<file path="config.mk">
export PLATFORM = sky130hd
export DESIGN_NAME = rgb_point_op
export DESIGN_NICKNAME = d
export VERILOG_FILES = /design/src/rtl/rgb_point_op.sv
export SDC_FILE = /design/constraint.sdc
export NUM_CORES = 1
export LEC_CHECK = 0
export BUFFER_PORTS_ARGS = -buffer_cell sky130_fd_sc_hd__buf_2
export CAP_MARGIN = 20
export CORE_UTILIZATION = 59
export DETAILED_ROUTE_END_ITERATION = 8
export PLACE_DENSITY = 0.84
export SYNTH_ARGS = -nofsm -noshare
export SYNTH_HDL_FRONTEND = slang
export SYNTH_SLANG_ARGS = --single-unit
</file>
<file path="constraint.sdc">
create_clock -name clk -period 4.6 [get_ports clk]
set_input_delay 0.69 -clock clk [delete_from_list [all_inputs] [get_ports clk]]
set_output_delay 0.69 -clock clk [all_outputs]
set_load 0.01 [all_outputs]
</file>
<file path="src/rtl/rgb_point_op.sv">
// rgb_point_op: per-pixel point operation (pass / invert / saturating offset / luma threshold)
// with frame-start config shadowing and a fixed 2-stage pipeline. Thresholding needs `RGB_POINT_THRESH_EN.
module rgb_point_op #(
  parameter  int R_W   = 5,
  parameter  int G_W   = 6,
  parameter  int B_W   = 5,
  parameter  int OFS_W = 7,
  localparam int PIX_W = R_W + G_W + B_W
) (
  input  logic             clk,
  input  logic             rst,
  input  logic [1:0]       cfg_mode,
  input  logic [OFS_W-1:0] cfg_offset,
  input  logic [7:0]       cfg_thresh,
  input  logic             per_frame_vsync,
  input  logic             per_frame_href,
  input  logic             per_frame_clken,
  input  logic [PIX_W-1:0] per_img,
  output logic             post_frame_vsync,
  output logic             post_frame_href,
  output logic             post_frame_clken,
  output logic [PIX_W-1:0] post_img,
  output logic [1:0]       active_mode
);

  localparam int SR_W = ((R_W > OFS_W) ? R_W : OFS_W) + 2;
  localparam int SG_W = ((G_W > OFS_W) ? G_W : OFS_W) + 2;
  localparam int SB_W = ((B_W > OFS_W) ? B_W : OFS_W) + 2;

  // Replicate a w-bit channel's own MSBs downward to fill an 8-bit code.
  function automatic logic [7:0] widen8(input logic [7:0] c, input int w);
    logic [7:0] res;
    res = 8'd0;
    for (int i = 0; i < 8; i++) begin
      res[7-i] = c[w-1-(i % w)];
    end
    return res;
  endfunction

  logic             vs_d_r;
  logic             frame_start_s;
  logic [1:0]       mode_r;
  logic [OFS_W-1:0] offset_r;

  logic [R_W-1:0]   r_in_s;
  logic [G_W-1:0]   g_in_s;
  logic [B_W-1:0]   b_in_s;
  logic [SR_W-1:0]  sum_r_s;
  logic [SG_W-1:0]  sum_g_s;
  logic [SB_W-1:0]  sum_b_s;

  logic [PIX_W-1:0] pix_s1_r;
  logic             hs_s1_r;
  logic             ck_s1_r;
  logic [1:0]       mode_s1_r;
  logic [SR_W-1:0]  sum_r_s1_r;
  logic [SG_W-1:0]  sum_g_s1_r;
  logic [SB_W-1:0]  sum_b_s1_r;

  logic [R_W-1:0]   ofs_r_s;
  logic [G_W-1:0]   ofs_g_s;
  logic [B_W-1:0]   ofs_b_s;
  logic [PIX_W-1:0] result_s;

  logic [PIX_W-1:0] img_s2_r;
  logic             vs_s2_r;
  logic             hs_s2_r;
  logic             ck_s2_r;

`ifdef RGB_POINT_THRESH_EN
  logic [7:0]       thresh_r;
  logic [7:0]       thresh_s1_r;
  logic [7:0]       y8_s;
  logic [7:0]       y8_s1_r;
  logic [7:0]       luma_frac_unused_s;
  logic [7:0]       r8_s;
  logic [7:0]       g8_s;
  logic [7:0]       b8_s;
`else
  logic             unused_thresh_s;
  assign unused_thresh_s = ^cfg_thresh;
`endif

  assign frame_start_s = per_frame_vsync & ~vs_d_r;

  assign r_in_s = per_img[PIX_W-1 -: R_W];
  assign g_in_s = per_img[B_W +: G_W];
  assign b_in_s = per_img[0 +: B_W];

  // Offset is added in a widened two's-complement domain so the sign survives for clamping.
  assign sum_r_s = {{(SR_W-R_W){1'b0}}, r_in_s} + {{(SR_W-OFS_W){offset_r[OFS_W-1]}}, offset_r};
  assign sum_g_s = {{(SG_W-G_W){1'b0}}, g_in_s} + {{(SG_W-OFS_W){offset_r[OFS_W-1]}}, offset_r};
  assign sum_b_s = {{(SB_W-B_W){1'b0}}, b_in_s} + {{(SB_W-OFS_W){offset_r[OFS_W-1]}}, offset_r};

`ifdef RGB_POINT_THRESH_EN
  assign r8_s = widen8(8'(r_in_s), R_W);
  assign g8_s = widen8(8'(g_in_s), G_W);
  assign b8_s = widen8(8'(b_in_s), B_W);
  assign {y8_s, luma_frac_unused_s} = 16'd77 * 16'(r8_s) + 16'd150 * 16'(g8_s) + 16'd29 * 16'(b8_s);
`endif

  // Frame-start edge detector and configuration shadow.
  always_ff @(posedge clk) begin
    if (rst) begin
      vs_d_r   <= 1'b0;
      mode_r   <= 2'd0;
      offset_r <= {OFS_W{1'b0}};
`ifdef RGB_POINT_THRESH_EN
      thresh_r <= 8'd128;
`endif
    end else begin
      vs_d_r <= per_frame_vsync;
      if (frame_start_s) begin
        mode_r   <= cfg_mode;
        offset_r <= cfg_offset;
`ifdef RGB_POINT_THRESH_EN
        thresh_r <= cfg_thresh;
`endif
      end
    end
  end

  // Stage 1: capture pixel, syncs, offset sums and luma; the mode travels with the pixel.
  always_ff @(posedge clk) begin
    if (rst) begin
      pix_s1_r    <= {PIX_W{1'b0}};
      hs_s1_r     <= 1'b0;
      ck_s1_r     <= 1'b0;
      mode_s1_r   <= 2'd0;
      sum_r_s1_r  <= {SR_W{1'b0}};
      sum_g_s1_r  <= {SG_W{1'b0}};
      sum_b_s1_r  <= {SB_W{1'b0}};
`ifdef RGB_POINT_THRESH_EN
      y8_s1_r     <= 8'd0;
      thresh_s1_r <= 8'd0;
`endif
    end else begin
      pix_s1_r    <= per_img;
      hs_s1_r     <= per_frame_href;
      ck_s1_r     <= per_frame_clken;
      mode_s1_r   <= mode_r;
      sum_r_s1_r  <= sum_r_s;
      sum_g_s1_r  <= sum_g_s;
      sum_b_s1_r  <= sum_b_s;
`ifdef RGB_POINT_THRESH_EN
      y8_s1_r     <= y8_s;
      thresh_s1_r <= thresh_r;
`endif
    end
  end

  // Clamp each offset sum: sign bit set -> 0, any bit above the channel width -> full scale.
  always_comb begin
    ofs_r_s = {R_W{1'b0}};
    ofs_g_s = {G_W{1'b0}};
    ofs_b_s = {B_W{1'b0}};
    if (sum_r_s1_r[SR_W-1]) begin
      ofs_r_s = {R_W{1'b0}};
    end else if (|sum_r_s1_r[SR_W-2:R_W]) begin
      ofs_r_s = {R_W{1'b1}};
    end else begin
      ofs_r_s = sum_r_s1_r[R_W-1:0];
    end
    if (sum_g_s1_r[SG_W-1]) begin
      ofs_g_s = {G_W{1'b0}};
    end else if (|sum_g_s1_r[SG_W-2:G_W]) begin
      ofs_g_s = {G_W{1'b1}};
    end else begin
      ofs_g_s = sum_g_s1_r[G_W-1:0];
    end
    if (sum_b_s1_r[SB_W-1]) begin
      ofs_b_s = {B_W{1'b0}};
    end else if (|sum_b_s1_r[SB_W-2:B_W]) begin
      ofs_b_s = {B_W{1'b1}};
    end else begin
      ofs_b_s = sum_b_s1_r[B_W-1:0];
    end
  end

  // Mode-selected result for stage 2.
  always_comb begin
    result_s = pix_s1_r;
    case (mode_s1_r)
      2'd0: result_s = pix_s1_r;
      2'd1: result_s = ~pix_s1_r;
      2'd2: result_s = {ofs_r_s, ofs_g_s, ofs_b_s};
`ifdef RGB_POINT_THRESH_EN
      2'd3: begin
        if (y8_s1_r >= thresh_s1_r) begin
          result_s = {PIX_W{1'b1}};
        end else begin
          result_s = {PIX_W{1'b0}};
        end
      end
`else
      2'd3: result_s = pix_s1_r;
`endif
      default: result_s = pix_s1_r;
    endcase
  end

  // Stage 2: registered outputs.
  always_ff @(posedge clk) begin
    if (rst) begin
      img_s2_r <= {PIX_W{1'b0}};
      vs_s2_r  <= 1'b0;
      hs_s2_r  <= 1'b0;
      ck_s2_r  <= 1'b0;
    end else begin
      img_s2_r <= result_s;
      vs_s2_r  <= vs_d_r;
      hs_s2_r  <= hs_s1_r;
      ck_s2_r  <= ck_s1_r;
    end
  end

  assign post_img         = img_s2_r;
  assign post_frame_vsync = vs_s2_r;
  assign post_frame_href  = hs_s2_r;
  assign post_frame_clken = ck_s2_r;
  assign active_mode      = mode_r;

endmodule

</file>
==> results.yml, run 1 <==
logic_synthesis:
  ys_types: 40
  muxShareOfSynthArea: 0.00957
  synth_top_family_by_area: "simple AND/OR/NAND/NOR gates"
  synth_warnings: 0
  ys_ff_latch: 73
  ys_seq_area_frac: 0.466
  syn_nets: 392
  synth_xor_area_frac: 0
  synth_compound_area_frac: 0.183
  synthArstFlopShare: 0
  synth-edff-count: 0
  synth.cell_area_sq_um: 3140
  ys.flop_type: "dfxtp_1"
  synthCells: 333
  synth-simple-area-share: 0.206
  yosys.area_share.adder: 0.0909
  synthesis.area_per_instance_sq_um: 9.43
global_routing:
  gr-total-overflow: 0
  grt_max_degree: 47
  grt_pass1_vias: 2293
  grt_pass1_wl_mm: 10.4
  antenna_found_initial: 0
  grt_use_total: 0.257
floorplanning:
  die_w_um: 74.9
  core_sq_um: 5110
  fp.dieH_um: 74.9
  io_pins: 59
  initial_utilization: 0.615
  dieArea_sq_um: 5620
  num_rows: 26
cts:
  insertion_delay_ps: 350
  cts_buffer_depth: 2
  cts_hold_buf: 0
  numClockSinks: 73
  postCtsSetupBuffers: 0
  cts_root_buf: "clkbuf_8"
  clk_pin_slew_worst_paths_ps: 70
  cts-htree-levels: 3
  tritoncts: "done"
  cts_made_buffers: 9
  post_cts_resized: 0
drt:
  drt_iter0_markers: 161
  drt-total-wl_mm: 6.44
  dr_total_vias: 2559
  drc: 0
  firstDrtPassIters: 4
  drtAntennaViolNets: 0
  via_per_inst: 5.65
  wl_per_cell_um: 14.2
cells_and_area:
  area_growth_pct: 14.7
  most-common-layout-cells: "dfxtp_1 (73), buf_2 (50), nor2b_1 (31)"
  final_util: 0.705
  diodes: 0
  drive_above_1_share: 0.183
  nets: 437
  final_common_cell: "dfxtp_1"
critical_path:
  slowest_delay_ps: 500
  r2r_cells: 7
  crit_type: "in -> reg"
  cp.required_ps: 4830
  worst_path_max_delay_cell: "buf_2"
  cp_num_buf_inv: 3
  startpoint_type: "input pin"
  cp_max_fo: 46
  crit_family: "buffers and inverters"
  critical_path_depth: 5
  crit_arrival_ps: 2340
  end_kind: "flip-flop"
  path_cells: "buf_2 > buf_4 > inv_1 > a311oi_1 > nand2_1"
sta:
  slew_headroom: 0.580
  maxSlewViolCount: 0
  timing.fmax_mhz: 474
  rsz0062_at_grt: "no"
  post-route-worst-setup-slack_ps: 2490
  final.setup_skew_ps: 8.03
  finalSetupTns_ps: 0
  worstMarginPinSlew_ps: 630
  finalCritPeriodShare: 0.459
  setup-violations-final: 0
  post-route-min-period_ps: 2110
  hold_viol_final: 0
placed_design:
  dp_slack_ps: 2150
  routabilityCongestion: 0.855
  portBuffers: 50
  dp_hpwl_mm: 4.37
power_and_ir_drop:
  total_power_mw: 1.30
  p_per_area_nw_per_um2: 361
  power.static_leakage_nw: 1.54
  ir_drop_mv: 0.245
hold_path:
  hold_class: "reg -> reg"
  worstHoldPathCells: 1
status:
  outcome: "finished clean"
flow_run:
  cap_violations: 0
[sequential cells by signal, indices dropped and copies added, names as in the netlist]
name / count
offset_r: 7
pix_s1_r: 16
sum_r_s1_r: 8
vs_d_r: 1
post_frame_clken: 1
ck_s1_r: 1
hs_s1_r: 1
sum_g_s1_r: 8
post_frame_vsync: 1
post_frame_href: 1
active_mode: 2
post_img: 16
sum_b_s1_r: 8
mode_s1_r: 2
[where the power goes]
part           leakage [nW]  switching, mW  internal (mW)
Sequential            0.604         0.0226          0.674
Clock                0.0891          0.225          0.208
Combinational         0.845         0.0933         0.0774
[Yosys cell counts, types with 7 or more instances]
library cell / number / area, sq um
dfxtp_1: 73 / 1460
nor2b_1: 31 / 194
a211oi_1: 26 / 195
nand2_1: 24 / 90.1
a21oi_1: 21 / 105
nor2_1: 20 / 75.1
nor3_1: 19 / 95.1
ha_1: 18 / 225
inv_1: 13 / 48.8
buf_2: 8 / 40.0
clkbuf_1: 8 / 30.0
o21ai_0: 7 / 35.0
[final timing paths]
check	start	endpoint	slack, ps
max	rst	sum_r_s1_r[5]$_SDFF_PP0_	2490
min	pix_s1_r[13]$_SDFF_PP0_	post_img[13]$_SDFF_PP0_	440
max reg2reg	offset_r[0]$_SDFFE_PP0P_	sum_r_s1_r[6]$_SDFF_PP0_	2520
min reg2reg	pix_s1_r[13]$_SDFF_PP0_	post_img[13]$_SDFF_PP0_	440
[cell families (layout without fill, tap and decap cells)]
kind of cell,after synthesis,after routing
AO/OA/AOI/OAI,84,84
adder cells (fa/ha/maj),21,21
buffers and inverters,32,82
flip-flops,73,73
multiplexers,3,3
AND/OR/NAND/NOR,120,120
[metal layers]
layer | wire (um) | vias to the layer above | global-route usage
met2 | 3100 | 75 | 0.412
met5 | 0 | - | 0
met1 | 2780 | 1177 | 0.301
met4 | 250 | 0 | 0.153
met3 | 317 | 28 | 0.0803
li1 | - | 1279 | -
[area by class of cell]
class	count	area [sq um]
clock buffers	11	141
fillers	402	1510
flip-flops and latches	73	1460
inverters	14	57.6
multi-input cells	228	1540
clock inverters	5	31.3
well taps	70	87.6
repair buffers	52	285
[metrics by stage]
stage | std cells | instance area (sq um) | hold slack [ps]
3_3_place_gp | 436 | 3400 | 424
3_5_place_dp | 436 | 3400 | 431
6_report | 453 | 3600 | 443
5_1_grt | 453 | 3600 | 465
4_1_cts | 452 | 3570 | 447
2_1_floorplan | 333 | 3140 | 414
[worst register-to-register path: stages (launching register included)]
cell and delay [ps]:
dfxtp_1 480, ha_1 260, inv_1 70, fa_1 400, nor2b_1 170, o21ai_0 170
o22ai_1 240, mux2i_1 220
(Power assumes the default switching activity.)
==> run 2: changes to the inputs <==
--- a/config.mk
+++ b/config.mk
@@ -5,11 +5,12 @@
 export SDC_FILE = /design/constraint.sdc
 export NUM_CORES = 1
 export LEC_CHECK = 0
+export ABC_AREA = 1
 export BUFFER_PORTS_ARGS = -buffer_cell sky130_fd_sc_hd__buf_2
 export CAP_MARGIN = 20
-export CORE_UTILIZATION = 59
+export CORE_UTILIZATION = 49
 export DETAILED_ROUTE_END_ITERATION = 8
-export PLACE_DENSITY = 0.84
+export PLACE_DENSITY = 0.75
 export SYNTH_ARGS = -nofsm -noshare
 export SYNTH_HDL_FRONTEND = slang
 export SYNTH_SLANG_ARGS = --single-unit
==> constraint.sdc (replaced) <==
create_clock -name clk -period 1.9 [get_ports clk]
set_input_delay 0.285 -clock clk [delete_from_list [all_inputs] [get_ports clk]]
set_output_delay 0.285 -clock clk [all_outputs]
set_load 0.01 [all_outputs]
==> run 2 against run 1 <==
Flip-flop and latch count did not move; global-route usage fell by 4.6 points; synthesized area rose by 0.20%; clock skew fell by 0.95 ps; die area rose by 20%; final area rose by 1.7%; cell count rose by 22%; worst hold slack got worse by 310 ps; clock power rose to 3.0 times the previous value; critical path depth rose by 4; critical path type is now reg -> reg; highest routed layer unchanged.
==> results.yml, run 2 <==
logic_synthesis:
  netlist.area_leader.share: 0.465
  synth_warnings: 0
  syn_nets: 480
  muxShareOfSynthArea: 0
  synth.most_common_cell: "nand2_1"
  synth_commonest_cells: "nand2_1 (88), dfxtp_1 (73), nor2_1 (70), inv_1 (58), a21oi_1 (44)"
  synth-simple-area-share: 0.222
  ys.flop_type: "dfxtp_1"
  synthesis.area_per_instance_sq_um: 7.47
  synthTopCellsByArea: "dfxtp_1 (46%), nand2_1 (11%), nor2_1 (8.4%)"
  yosys.area.top_type: "dfxtp_1"
  yosys.area_share.adder: 0.0907
  ys_ff_latch: 73
  ys_seq_area_frac: 0.465
  synth-edff-count: 0
  synth.cell_area_sq_um: 3150
  synth_xor_area_frac: 0.00278
  synthArstFlopShare: 0
  synth_compound_area_frac: 0.127
  synthCells: 421
  synth_top_family_by_area: "simple AND/OR/NAND/NOR gates"
  ys_types: 21
critical_path:
  cp.required_ps: 2140
  r2r_cells: 9
  crit_arrival_ps: 1870
  crit_type: "reg -> reg"
  slowest_delay_ps: 420
  regToRegSetupSlack_ps: 260
  worst_path_max_delay_cell: "dfxtp_1"
  end_kind: "flip-flop"
  startpoint_type: "flip-flop"
  r2r_end: "sum_g_s1_r[6]$_SDFF_PP0_"
  path_cells: "ha_1 > inv_1 > fa_1 > inv_1 > nand2_1 > nand3_1 > nand2_1 > nand2_1 > nor2_1"
  crit_path_frequent_cell: "nand2_1"
  reg2reg_from: "offset_r[0]$_SDFFE_PP0P_"
  cp_max_fo: 4
global_routing:
  grt_pass1_wl_mm: 10.5
  grt_max_degree: 33
  antenna_found_initial: 0
  grt_pass1_vias: 2291
  gr-total-overflow: 0
  grt_use_total: 0.210
cts:
  post_cts_resized: 0
  postCtsSetupBuffers: 0
  cts_made_buffers: 9
  cts_root_buf: "clkbuf_8"
  insertion_delay_ps: 340
  clk_pin_slew_worst_paths_ps: 80
  cts_hold_buf: 0
  cts_buffer_depth: 2
  tritoncts: "done"
  cts-htree-levels: 3
  numClockSinks: 73
sta:
  finalSetupTns_ps: 0
  worstMarginPinSlew_ps: 540
  post-route-min-period_ps: 1640
  rsz0062_at_grt: "no"
  final.setup_skew_ps: 7.08
  slew_headroom: 0.640
  maxSlewViolCount: 0
  timing.fmax_mhz: 611
  finalCritPeriodShare: 0.861
  hold_viol_final: 0
  setup-violations-final: 0
  post-route-worst-setup-slack_ps: 265
power_and_ir_drop:
  power.static_leakage_nw: 1.89
  ir_drop_mv: 0.588
  p_per_area_nw_per_um2: 952
cells_and_area:
  drive_above_1_share: 0.149
  area_growth_pct: 16.4
  most-common-layout-cells: "nand2_1 (88), dfxtp_1 (73), nor2_1 (70)"
  nets: 532
  stdcell_count: 553
  fill_cells: 560
  diodes: 0
  final_common_cell: "nand2_1"
placed_design:
  portBuffers: 50
  place_inst: 537
  dp_slack_ps: 255
  routabilityCongestion: 0.885
  dp_hpwl_mm: 4.67
floorplanning:
  initial_utilization: 0.519
  die_w_um: 82.1
  fp.dieH_um: 82.1
  io_pins: 59
  dieArea_sq_um: 6740
  num_rows: 28
  core_sq_um: 6060
hold_path:
  worstHoldStart: "per_frame_clken"
  min_to: "ck_s1_r$_SDFF_PP0_"
  hold_class: "in -> reg"
  worstHoldPathCells: 3
drt:
  firstDrtPassIters: 4
  wl_per_cell_um: 11.4
  drtAntennaViolNets: 0
  via_per_inst: 4.68
  dr_total_vias: 2589
  drc: 0
  drt_iter0_markers: 58
  drt-total-wl_mm: 6.30
status:
  outcome: "finished clean"
flow_run:
  cap_violations: 0
[run 2: area by class of cell]
class,count,area (sq um),share of cell area
sequential,73,1460,0.399
clock inverter,5,80.1,0.0219
inverter,59,221,0.0605
multi-input combinational,276,1390,0.380
timing repair buffer,54,280,0.0766
tap,75,93.8,0.0256
clock buffer,11,131,0.0359
[run 2: stage by stage]
stage | power [mW] | hold slack, ps | cell area, sq um | util
after floorplan | 2.06 | 356 | 3150 | -
after global placement | 2.20 | 389 | 3450 | 0.569
after detailed placement | 2.21 | 396 | 3450 | 0.569
after CTS | 3.50 | 132 | 3660 | 0.604
after global routing | 3.67 | 145 | 3660 | 0.604
final | 3.48 | 138 | 3660 | 0.604
[run 2: cell families after synthesis]
| family | Yosys count |
|---|---|
| adders and majority gates | 21 |
| and+or+nand+nor | 176 |
| buffers and inverters | 72 |
| xor gates and xnor gates | 1 |
| AOI/OAI and AO/OA | 78 |
| DFF | 73 |
[run 2: where the power goes]
group          total (mW)  switching, mW  internal, mW
logic               0.485          0.293         0.192
clock network        1.30          0.563         0.738
registers            1.70         0.0495          1.65
total                3.48          0.906          2.58
[run 2: worst max path at each step]
stage	from	end	slack, ps	depth (start not counted)
2_1_floorplan	offset_r[0]$_SDFFE_PP0P_	sum_b_s1_r[4]$_SDFF_PP0_	500	7
3_3_place_gp	offset_r[0]$_SDFFE_PP0P_	sum_g_s1_r[6]$_SDFF_PP0_	270	9
3_5_place_dp	offset_r[0]$_SDFFE_PP0P_	sum_g_s1_r[6]$_SDFF_PP0_	250	9
4_1_cts	offset_r[0]$_SDFFE_PP0P_	sum_g_s1_r[6]$_SDFF_PP0_	240	9
5_1_grt	offset_r[0]$_SDFFE_PP0P_	sum_r_s1_r[6]$_SDFF_PP0_	120	9
6_report	offset_r[0]$_SDFFE_PP0P_	sum_g_s1_r[6]$_SDFF_PP0_	260	9
[run 2: routing by layer]
| metal | wire (um) | up-vias | GRT usage |
|---|---|---|---|
| met5 | 0 | - | 0 |
| met4 | 147 | 0 | 0.0965 |
| met1 | 3280 | 1099 | 0.296 |
| met3 | 231 | 15 | 0.0440 |
| li1 | - | 1420 | - |
| met2 | 2640 | 55 | 0.307 |
[run 2: worst max-delay path, delay by kind of cell, from the launching register on]
family        cells  cell delay [ps]
fa+ha+maj         2              610
buf+inv           2              190
flops             1              420
simple gates      5              320
